**config.mk**
```make
export PLATFORM = sky130hd
export DESIGN_NAME = spi_flash_prog_seq
export DESIGN_NICKNAME = d
export VERILOG_FILES = /design/src/rtl/spi_flash_prog_seq.sv
export SDC_FILE = /design/constraint.sdc
export NUM_CORES = 1
export LEC_CHECK = 0
export BUFFER_PORTS_ARGS = -buffer_cell sky130_fd_sc_hd__buf_2
export CORE_MARGIN = 5
export CORE_UTILIZATION = 45
export DETAILED_ROUTE_END_ITERATION = 7
export PLACE_DENSITY_LB_ADDON = 0.3
export SYNTH_ARGS = -nofsm -noshare
export SYNTH_HDL_FRONTEND = slang
export SYNTH_SLANG_ARGS = --single-unit
```
**constraint.sdc**
```tcl
create_clock -name clk -period 4.2 [get_ports clk]
set_input_delay 0.21 -clock clk [delete_from_list [all_inputs] [get_ports clk]]
set_output_delay 0.21 -clock clk [all_outputs]
set_load 0.01 [all_outputs]
```
**src/rtl/spi_flash_prog_seq.sv**
```systemverilog
// rtl/spi_flash_prog_seq.sv - WREN / PROGRAM|ERASE / RDSR-poll sequencer driving spi_master_fl
module spi_flash_prog_seq #(
    parameter int         POLL_GAP   = 16,
    parameter int         POLL_MAX   = 65535,
    parameter logic [2:0] CT_CMD     = 3'd0,
    parameter logic [2:0] CT_CMD_RX  = 3'd1,
    parameter logic [2:0] CT_ADDR_TX = 3'd2,
    parameter logic [2:0] CT_ADDR    = 3'd3
) (
    input  logic        clk,
    input  logic        rst,
    input  logic        req_valid,
    output logic        req_ready,
    input  logic        req_op,
    input  logic [31:0] req_addr,
    input  logic [31:0] req_data,
    input  logic [6:0]  req_nbits,
    input  logic        req_4byte,
    output logic        done,
    output logic        err_timeout,
    output logic        m_valid,
    input  logic        m_tready,
    output logic [7:0]  m_command,
    output logic [2:0]  m_commtype,
    output logic [31:0] m_address,
    output logic [31:0] m_data_in,
    output logic [6:0]  m_ndata_bits,
    output logic        m_4byte,
    input  logic [31:0] m_data_out
);

    localparam logic [15:0] GAP_LAST   = 16'(POLL_GAP - 1);
    localparam logic [15:0] POLL_LIMIT = 16'(POLL_MAX);

    typedef enum logic [2:0] {S_IDLE, S_ISSUE, S_START, S_WAIT, S_GAP, S_DONE} state_t;
    typedef enum logic [1:0] {PH_WREN, PH_OP, PH_POLL} phase_t;

    state_t      state_q, state_d;
    phase_t      phase_q, phase_d;
    logic        op_q, op_d;
    logic [31:0] data_q, data_d;
    logic [6:0]  nbits_q, nbits_d;
    logic [15:0] poll_cnt_q, poll_cnt_d;
    logic [15:0] gap_cnt_q, gap_cnt_d;
    logic        req_ready_q, req_ready_d;
    logic        done_q, done_d;
    logic        err_q, err_d;
    logic        m_valid_q, m_valid_d;
    logic [7:0]  m_command_q, m_command_d;
    logic [2:0]  m_commtype_q, m_commtype_d;
    logic [31:0] m_address_q, m_address_d;
    logic [31:0] m_data_in_q, m_data_in_d;
    logic [6:0]  m_ndata_bits_q, m_ndata_bits_d;
    logic        m_4byte_q, m_4byte_d;
    logic [6:0]  nbits_in;
    logic [15:0] poll_inc;
    logic        unused_sr_bits;

    assign unused_sr_bits = ^m_data_out[31:1];

    always_comb begin
        state_d        = state_q;
        phase_d        = phase_q;
        op_d           = op_q;
        data_d         = data_q;
        nbits_d        = nbits_q;
        poll_cnt_d     = poll_cnt_q;
        gap_cnt_d      = gap_cnt_q;
        req_ready_d    = req_ready_q;
        done_d         = 1'b0;
        err_d          = err_q;
        m_valid_d      = m_valid_q;
        m_command_d    = m_command_q;
        m_commtype_d   = m_commtype_q;
        m_address_d    = m_address_q;
        m_data_in_d    = m_data_in_q;
        m_ndata_bits_d = m_ndata_bits_q;
        m_4byte_d      = m_4byte_q;
        poll_inc       = (poll_cnt_q == 16'hFFFF) ? poll_cnt_q : poll_cnt_q + 16'd1;

        case (req_nbits)
            7'd8, 7'd16, 7'd24, 7'd32: nbits_in = req_nbits;
            default:                   nbits_in = 7'd32;
        endcase

        case (state_q)
            S_IDLE: begin
                req_ready_d = 1'b1;
                if (req_valid) begin
                    op_d           = req_op;
                    data_d         = req_data;
                    nbits_d        = nbits_in;
                    m_address_d    = req_addr;
                    m_4byte_d      = req_4byte;
                    poll_cnt_d     = 16'd0;
                    err_d          = 1'b0;
                    req_ready_d    = 1'b0;
                    phase_d        = PH_WREN;
                    m_command_d    = 8'h06;
                    m_commtype_d   = CT_CMD;
                    m_ndata_bits_d = 7'd8;
                    m_valid_d      = 1'b1;
                    state_d        = S_ISSUE;
                end
            end
            S_ISSUE: begin
                if (m_tready) begin
                    m_valid_d = 1'b0;
                    state_d   = S_START;
                end
            end
            S_START: begin
                if (!m_tready) state_d = S_WAIT;
            end
            S_WAIT: begin
                if (m_tready) begin
                    case (phase_q)
                        PH_WREN: begin
                            phase_d        = PH_OP;
                            m_command_d    = op_q ? 8'h20 : 8'h02;
                            m_commtype_d   = op_q ? CT_ADDR : CT_ADDR_TX;
                            m_data_in_d    = op_q ? m_data_in_q : data_q;
                            m_ndata_bits_d = op_q ? 7'd8 : nbits_q;
                            m_valid_d      = 1'b1;
                            state_d        = S_ISSUE;
                        end
                        PH_OP: begin
                            phase_d        = PH_POLL;
                            m_command_d    = 8'h05;
                            m_commtype_d   = CT_CMD_RX;
                            m_ndata_bits_d = 7'd8;
                            m_valid_d      = 1'b1;
                            state_d        = S_ISSUE;
                        end
                        default: begin
                            // Status byte is only valid in the cycle tready returns high
                            poll_cnt_d = poll_inc;
                            if (!m_data_out[0]) begin
                                done_d  = 1'b1;
                                state_d = S_DONE;
                            end else if (poll_inc == POLL_LIMIT) begin
                                done_d  = 1'b1;
                                err_d   = 1'b1;
                                state_d = S_DONE;
                            end else begin
                                gap_cnt_d = 16'd0;
                                state_d   = S_GAP;
                            end
                        end
                    endcase
                end
            end
            S_GAP: begin
                if (gap_cnt_q == GAP_LAST) begin
                    m_valid_d = 1'b1;
                    state_d   = S_ISSUE;
                end else begin
                    gap_cnt_d = gap_cnt_q + 16'd1;
                end
            end
            S_DONE: begin
                req_ready_d = 1'b1;
                state_d     = S_IDLE;
            end
            default: state_d = S_IDLE;
        endcase
    end

    always_ff @(posedge clk) begin
        if (!rst) begin
            state_q        <= S_IDLE;
            phase_q        <= PH_WREN;
            op_q           <= 1'b0;
            data_q         <= 32'd0;
            nbits_q        <= 7'd8;
            poll_cnt_q     <= 16'd0;
            gap_cnt_q      <= 16'd0;
            req_ready_q    <= 1'b1;
            done_q         <= 1'b0;
            err_q          <= 1'b0;
            m_valid_q      <= 1'b0;
            m_command_q    <= 8'h00;
            m_commtype_q   <= CT_CMD;
            m_address_q    <= 32'd0;
            m_data_in_q    <= 32'd0;
            m_ndata_bits_q <= 7'd8;
            m_4byte_q      <= 1'b0;
        end else begin
            state_q        <= state_d;
            phase_q        <= phase_d;
            op_q           <= op_d;
            data_q         <= data_d;
            nbits_q        <= nbits_d;
            poll_cnt_q     <= poll_cnt_d;
            gap_cnt_q      <= gap_cnt_d;
            req_ready_q    <= req_ready_d;
            done_q         <= done_d;
            err_q          <= err_d;
            m_valid_q      <= m_valid_d;
            m_command_q    <= m_command_d;
            m_commtype_q   <= m_commtype_d;
            m_address_q    <= m_address_d;
            m_data_in_q    <= m_data_in_d;
            m_ndata_bits_q <= m_ndata_bits_d;
            m_4byte_q      <= m_4byte_d;
        end
    end

    assign req_ready    = req_ready_q;
    assign done         = done_q;
    assign err_timeout  = err_q;
    assign m_valid      = m_valid_q;
    assign m_command    = m_command_q;
    assign m_commtype   = m_commtype_q;
    assign m_address    = m_address_q;
    assign m_data_in    = m_data_in_q;
    assign m_ndata_bits = m_ndata_bits_q;
    assign m_4byte      = m_4byte_q;

endmodule

```
# After elaboration in Yosys (flattened, before gate mapping)

Cells that the tools add are included.

Flip-flop bits (word level): 164
Bits in latches: 0
RAM bits: 0
Bits in read-only memories: 0
Bits of input ports: 109
Logic and storage cells: 121
Memories: 0

Add/sub/neg operators: 2
Multiply operators: 0
Div/mod/pow operators: 0
Order comparisons: 0
Equal/unequal tests: 25
Shifts and indexed selects: 0
Muxes and demuxes: 56
Bitwise logic cells: 4
Reductions and logical operators: 17

Operator list:

| kind                  | number |
|---|---|
| $mux 16               | 9 |
| $pmux 16 s2           | 2 |
| $add 16x1->16 const B | 2 |
| $eq 16x16->1 const B  | 2 |
| $pmux 8 s2            | 2 |
| $mux 7                | 4 |
| $pmux 7 s2            | 2 |
| $mux 3                | 8 |
| $ne 2x2->1 const B    | 11 |
| $reduce_and 6->1      | 3 |
| $eq 16x4->1 const B   | 1 |
| $mux 1                | 16 |
| $mux 8                | 2 |
| $pmux 3 s5            | 1 |
| $eq 7x5->1 const B    | 2 |
| $pmux 3 s2            | 2 |
| $reduce_and 4->1      | 3 |
| $pmux 2 s2            | 2 |
| $eq 7x4->1 const B    | 1 |
| $eq 7x6->1 const B    | 1 |
| $eq 3x2->1 const B    | 2 |
| $eq 3x3->1 const B    | 2 |
| $mux 6                | 1 |
| $reduce_bool 2->1     | 3 |
| other kinds (15)      | 20 |

# Logic depth before layout (Yosys ltp)

Gate-level depths: netlist of run 1.

Depth after elaboration: 8
Depth in mapped cells: 12

# Worst setup path after synthesis of run 1

No wires, ideal clock.

Path type: register to register
From: register poll_cnt_q[0]
To: register gap_cnt_q[5]
Data arrival time: 2714 ps
Required time: 4113 ps
Setup slack: 1399 ps
Stages on the path, launching flop included: 12
Cell sequence: dfxtp_1 > ha_1 > nand3_1 > nor3_1 > mux2_2 > nand4b_1 > o41a_1 > a21oi_4 > buf_6 > buf_6 > o211ai_1 > o31ai_1

Cells in the longest elaborated chain, start to end: 5

RTL lines:

| what                                          | RTL line | RTL |
|---|---|---|
| start: declaration                            | 43       | `logic [15:0] poll_cnt_q, poll_cnt_d;` |
| start signal: assignment                      | 194      | `poll_cnt_q <= poll_cnt_d;` |
| $add 16x1->16 or $eq 16x16->1 (tied branches) | 79       | `poll_inc = (poll_cnt_q == 16'hFFFF) ? poll_cnt_q : poll_cnt_q + 16'd1;` |
| $mux 16 *                                     | 79       |  |
| $eq 16x16->1 *                                | 141      | `end else if (poll_inc == POLL_LIMIT) begin` |
| $ne 2x2->1 (no line) *                        | --       |  |
| $reduce_and 6->1 (no line) *                  | --       |  |
| end signal: assignment                        | 195      | `gap_cnt_q <= gap_cnt_d;` |
| end: declaration                              | 44       | `logic [15:0] gap_cnt_q, gap_cnt_d;` |

Every way passes the cells marked *; elsewhere a longest branch is shown, timed or not.
A chain may end at the register's enable or synchronous reset.

# Worst setup path in the final report of run 1

From: register poll_cnt_q[0]
To: register gap_cnt_q[6]

Same word-level chain as after synthesis.

==> impl_metrics.json, run 1 <==
{
  "multiInputGateArea_mm2": 0.00306,
  "post_route_cells_drive_above_1_share": 0.223,
  "cts_hold_repair.buffers": 0,
  "ys_top_cells_by_area": "dfxtp_1 (48%), nand2_1 (14%), a21oi_1 (10%), clkbuf_1 (2.9%), nor2_1 (2.2%)",
  "final_max_slew_viol_count": 0,
  "holdPathStages": 3,
  "arrival_ps": 3650,
  "critPathMaxFanout": 26,
  "total_negative_slack_ps": 0,
  "vias_in_the_first_global_route": 5495,
  "dp_wirelength_um": 10600,
  "cts.clk_slew.worst_paths_ps": 60,
  "critPathMaxStageDelay_ps": 550,
  "core_area_mm2": 0.0144,
  "maximum_root_to_sink_buffer_count": 2,
  "boundary_pins": 196,
  "leakage_nw": 3.16,
  "fp.dieH_um": 130,
  "crit_cells": 9,
  "critPathRequiredTime_ps": 4560,
  "grt_antenna_before_repair": 0,
  "wire_per_inst_um": 14.1,
  "die-area_mm2": 0.0170,
  "slew_headroom": 0.407,
  "numCtsBuffers": 17,
  "post-route-period-util": 0.784,
  "postSynthAreaPerCell_um2": 7.84,
  "worst_path_dominant_cell_family": "compound AO/OA/AOI/OAI gates",
  "final_critical_path_setup_slack_ps": 908,
  "asyncSetResetFlopFracSynth": 0,
  "ctsHtreeMaxLevel": 4,
  "cell_count_after_synthesis": 830,
  "seq_area_mm2": 0.00314,
  "first_iter_violations": 416,
  "startpoint_type": "flip-flop",
  "timing.final.crit_period_ps": 3290,
  "total_power_of_the_final_layout_mw": 4.03,
  "synth_top_flop_cell": "dfxtp_1",
  "num_vias": 6049,
  "tritoncts_clock_tree": "done",
  "finalHoldWorstSlack_ps": 21.8,
  "postCtsResizedCells": 0,
  "drt_pre_antenna_iters": 5,
  "cts.root.buffer_cell": "clkbuf_16",
  "cp_capture_type": "flip-flop",
  "post_synth_instance_area_mm2": 0.00651,
  "postSynthRegisterBits": 157,
  "residual_antenna_violating_net_count_after_detailed_routing": 0,
  "synth_top_area_cell": "dfxtp_1",
  "yosys.area.top_type_share": 0.483,
  "clkLatencyLatePin_ps": 420,
  "finalHoldViolCount": 0,
  "clock_sink_count": 157,
  "detail_route.wirelength_um": 16200,
  "place_congestion": 0.833,
  "worst_setup_skew_after_layout_ps": 5.88,
  "pin_count_of_the_biggest_net_entering_global_routing": 85,
  "synth-seq-area-share": 0.483,
  "floorplan.initialDensity": 0.453,
  "clock.fmax_mhz": 304,
  "yosys_warnings": 0,
  "antenna_cells_inserted": 0,
  "sum_of_overflow_across_all_layers_after_global_routing": 0,
  "status": "complete, no violations",
  "worst_hold_path_type": "in2reg",
  "die_width_um": 130,
  "synth_edf_count": 0,
  "reg2regPathDepth": 9,
  "max-vdd-ir-drop_mv": 0.374,
  "worst_path_max_delay_cell": "a21oi_4",
  "floorplan.rows": 44,
  "setup.worst_path.class": "reg2reg",
  "power_per_cell_area_mw_per_mm2": 509,
  "tightest_slew_ps": 882,
  "yosys.cell_types.count": 65,
  "dpl_worst_slack_ps": 943,
  "cap_viol_max_count": 0,
  "setup_violations": 0,
  "postCtsSetupRepairBufs": 0,
  "syn_to_final_growth_pct": 21.6,
  "via_per_inst": 5.26,
  "numPortBuffers": 159,
  "n_fill_cell": 1359,
  "rsz0062_at_grt": "no",
  "yosys.cell_count.top_type": "nand2_1",
  "final_nets": 1065,
  "grt.total_usage": 0.190,
  "detail_route.drc_violations": 0,
  "cp.buffers_inverters": 0,
  "cp_cell_sequence": "ha_1 > nand3_1 > nor3_1 > mux2_2 > nand4b_1 > o41a_1 > a21oi_4 > o311ai_0 > nand2_1",
  "grt_first_pass_wirelength_um": 26300,
  "most_frequent_cells_after_synthesis": "nand2_1 (237), dfxtp_1 (157), a21oi_1 (130)"
}
-- cell usage in the layout (no fill, tap or decap), drive strengths merged, types with 7 or more instances in the layout --
master and n:
nand2b 9, a21oi 132, a31oi 9, or4 10
dfxtp 157, nand4 11, nand3 16, nor2 39
and3 12, or3 7, o21ai 24, nand2 237
nor3 11, inv 12, buf 167, a22oi 7
clkbuf 19
-- flip-flops by register name, indices dropped and copies added, names as in the netlist --
| register | cells |
|---|---|
| data_q | 32 |
| m_address | 32 |
| m_data_in | 32 |
| gap_cnt_q | 16 |
| poll_cnt_q | 16 |
| m_ndata_bits | 7 |
| nbits_q | 7 |
| m_command | 4 |
| state_q | 3 |
| done | 1 |
| err_timeout | 1 |
| m_4byte | 1 |
| m_commtype | 1 |
| m_valid | 1 |
| op_q | 1 |
| phase_q | 1 |
| req_ready | 1 |
-- cell type report --
class                           instances  area share
Clock buffer                           19      0.0560
Clock inverter                         13      0.0177
Inverter                               10     0.00506
Multi-Input combinational cell        601       0.387
Sequential cell                       157       0.397
Tap cell                              184      0.0291
Timing Repair Buffer                  167       0.108
-- power by group --
| group | leakage [nW] | switching, mW | internal [mW] |
|---|---|---|---|
| logic | 1.61 | 0.510 | 0.260 |
| clock network | 0.276 | 0.614 | 0.892 |
| registers | 1.28 | 0.109 | 1.65 |
| total | 3.16 | 1.23 | 2.80 |
-- worst reg2reg max path: cells and delay by family, from the launching register on --
family,cells,cell delay (ps)
AOI/OAI and AO/OA,3,1250
adders and majority gates,1,310
and+or+nand+nor,4,810
muxes,1,370
DFF,1,510
-- worst paths after layout --
path / end / startpoint / slack (ps)
worst max-delay path: gap_cnt_q[6]$_SDFFE_PN0P_ / poll_cnt_q[0]$_SDFFE_PN0P_ / 910
worst min-delay path: data_q[7]$_SDFFE_PN0P_ / req_data[7] / 20
worst max register to register: gap_cnt_q[6]$_SDFFE_PN0P_ / poll_cnt_q[0]$_SDFFE_PN0P_ / 910
worst min register to register: m_4byte$_SDFFE_PN0P_ / m_4byte$_SDFFE_PN0P_ / 450
-- stage by stage --
step / instance area [µm²] / utilization / std cells
floorplan: 6530 / - / 834
global placement: 7330 / 0.510 / 1119
detailed placement: 7330 / 0.510 / 1119
CTS: 7920 / 0.551 / 1151
global route: 7920 / 0.551 / 1151
finish: 7920 / 0.551 / 1151
-- metal layers --
metal	global-route usage	wire length, µm	up-vias
met5	0	0	-
met1	0.242	7200	2735
li1	-	-	3101
met3	0.0553	1170	17
met4	0.0654	206	0
met2	0.308	7680	196
-- cells by family after synthesis --
logic type | synth area share
AOI/OAI and AO/OA | 0.193
xor gates and xnor gates | 0.00404
adders and majority gates | 0.00384
buffers and inverters | 0.0511
DFF | 0.483
muxes | 0.00480
other | 0.000576
and+or+nand+nor | 0.260
Power figures use the tool's default switching activity.
==> run 2, diff against run 1 <==
==> constraint.sdc (replaced) <==
create_clock -name clk -period 2.64 [get_ports clk]
set_input_delay 0.132 -clock clk [delete_from_list [all_inputs] [get_ports clk]]
set_output_delay 0.132 -clock clk [all_outputs]
set_load 0.01 [all_outputs]
==> impl_metrics.json, run 2 (same netlist as run 1, synthesis figures left out) <==
{
  "wire_per_inst_um": 14.8,
  "postLayoutCellArea_mm2": 0.00911,
  "power_per_cell_area_mw_per_mm2": 727,
  "fp.dieH_um": 130,
  "worst_setup_skew_after_layout_ps": 9.07,
  "route.layer.met1.wl_um": 7700,
  "reg2reg_slack_ps": -80,
  "total_power_of_the_final_layout_mw": 6.63,
  "cap_viol_max_count": 0,
  "clock_sink_count": 157,
  "final_nets": 1173,
  "final_common_cell": "nand2_1",
  "startpoint_type": "flip-flop",
  "setup_violations": 12,
  "core_area_mm2": 0.0144,
  "num_vias": 6624,
  "sum_of_overflow_across_all_layers_after_global_routing": 0,
  "vias_in_the_first_global_route": 6047,
  "pin_count_of_the_biggest_net_entering_global_routing": 119,
  "floorplan.initialDensity": 0.453,
  "via_per_inst": 5.27,
  "tritoncts_clock_tree": "done",
  "final_critical_path_setup_slack_ps": -80.1,
  "tightest_slew_ps": 508,
  "reg2regPathDepth": 10,
  "post_route_cells_drive_above_1_share": 0.256,
  "reg2reg_from": "poll_cnt_q[1]$_SDFFE_PN0P_",
  "detailed_place.area_mm2": 0.00763,
  "crit_path_end": "gap_cnt_q[8]$_SDFFE_PN0P_",
  "detail_route.wirelength_um": 18600,
  "top_layer_used": "met4",
  "first_iter_violations": 389,
  "grt.total_usage": 0.212,
  "antenna_cells_inserted": 0,
  "status": "complete, but fails checks",
  "violations": "setup timing",
  "dp_wirelength_um": 11400,
  "grt_first_pass_wirelength_um": 29200,
  "arrival_ps": 3020,
  "clock.fmax_mhz": 368,
  "drt_pre_antenna_iters": 5,
  "final_max_slew_viol_count": 0,
  "grt_antenna_before_repair": 0,
  "wl_met2_um": 9220,
  "setup.worst_path.class": "reg2reg",
  "die-area_mm2": 0.0170,
  "most-common-layout-cells": "nand2_1 (237), buf_2 (159), dfxtp_1 (150), a21oi_1 (127), dlygate4sd3_1 (68)",
  "floorplan.rows": 44,
  "met3RoutedLength_um": 1250,
  "ctsHtreeMaxLevel": 4,
  "dpl_worst_slack_ps": -43.9,
  "slew_headroom": 0.658,
  "cp_capture_type": "flip-flop",
  "detail_route.drc_violations": 0,
  "clkLatencyLatePin_ps": 420,
  "numPortBuffers": 159,
  "syn_to_final_growth_pct": 39.9,
  "numCtsBuffers": 17,
  "finalHoldViolCount": 0,
  "crit_path_start": "poll_cnt_q[1]$_SDFFE_PN0P_",
  "die_width_um": 130,
  "boundary_pins": 196,
  "cts.clk_slew.worst_paths_ps": 60,
  "residual_antenna_violating_net_count_after_detailed_routing": 0,
  "worst_hold_path_type": "in2reg",
  "rsz0062_at_grt": "yes",
  "maximum_root_to_sink_buffer_count": 2,
  "cts.root.buffer_cell": "clkbuf_16",
  "max-vdd-ir-drop_mv": 0.531,
  "critPathMaxFanout": 13,
  "post-route-period-util": 1.03,
  "timing.final.crit_period_ps": 2720,
  "critical_path.reg2reg.endpoint": "gap_cnt_q[8]$_SDFFE_PN0P_",
  "place_congestion": 0.880,
  "leakage_nw": 3.74,
  "critPathRequiredTime_ps": 2940
}
==> run 2: cell count changes in the layout (fill, tap and decap cells not counted), moves of 3 or more <==
cell,before,now
dfxtp_2,0,5
a21oi_2,1,4
buf_4,8,40
dfxtp_1,157,150
or3_1,7,4
or3_4,0,3
dlygate4sd3_1,0,68
a21oi_1,130,127
buf_12,0,5
==> run 2: layout make-up <==
type / instances / area [µm²]
multi-input combinational: 601 / 3180
timing repair buffer: 275 / 1940
tap: 184 / 230
clock inverter: 10 / 116
clock buffer: 21 / 450
sequential: 157 / 3160
inverter: 10 / 40.0
fill: 1182 / 5260
==> run 2: how the worst min path moves through the flow <==
stage                  start                         end  slack [ps]  cells after the start
4_1_cts        m_data_out[0]    err_timeout$_SDFFE_PN0P_          50                      3
2_1_floorplan    req_data[0]      data_q[0]$_SDFFE_PN0P_         270                      2
6_report       m_data_out[0]    err_timeout$_SDFFE_PN0P_          60                      3
3_3_place_gp    req_addr[21]  m_address[21]$_SDFFE_PN0P_         370                      3
3_5_place_dp    req_data[29]     data_q[29]$_SDFFE_PN0P_         380                      3
5_1_grt        m_data_out[0]    err_timeout$_SDFFE_PN0P_          80                      3
==> run 2: report_power, final <==
part / total, mW / internal [mW] / switching (mW) / leakage, nW
Clock: 2.34 / 1.41 / 0.934 / 0.273
Combinational: 1.50 / 0.600 / 0.897 / 2.19
Sequential: 2.79 / 2.62 / 0.165 / 1.28
==> run 2: per-stage QoR <==
stage	std cells	setup TNS (ps)	hold slack, ps	util
finish	1258	-643	64.5	0.634
global route	1258	-2060	78.8	0.634
CTS	1250	0	48.3	0.621
detailed placement	1148	-120	378	0.531
global placement	1148	0	372	0.531
floorplan	834	0	268	-
==> run 2: worst max-delay path: stages (launching register included) <==
cell	delay, ps
dfxtp_4	370
ha_4	150
and3_1	250
nand4_1	160
mux2i_1	260
nand4b_1	200
o41a_1	530
a21oi_4	290
clkbuf_16	220
or4_1	110
nand2_1	50
==> run 2: per-layer routing <==
metal	up-vias	track usage
met1	3060	0.262
met3	37	0.0540
li1	3319	-
met2	208	0.358
met4	0	0.0776
met5	-	0
==> run 2: what timing repair did <==
action,in CTS,in global routing
hold endpoints to repair,68,0
gates resized for setup,5,23
gates cloned,0,2
hold buffers,68,0
endpoints found under the setup margin,14,16
buffers inserted,3,6
pin swaps,1,17
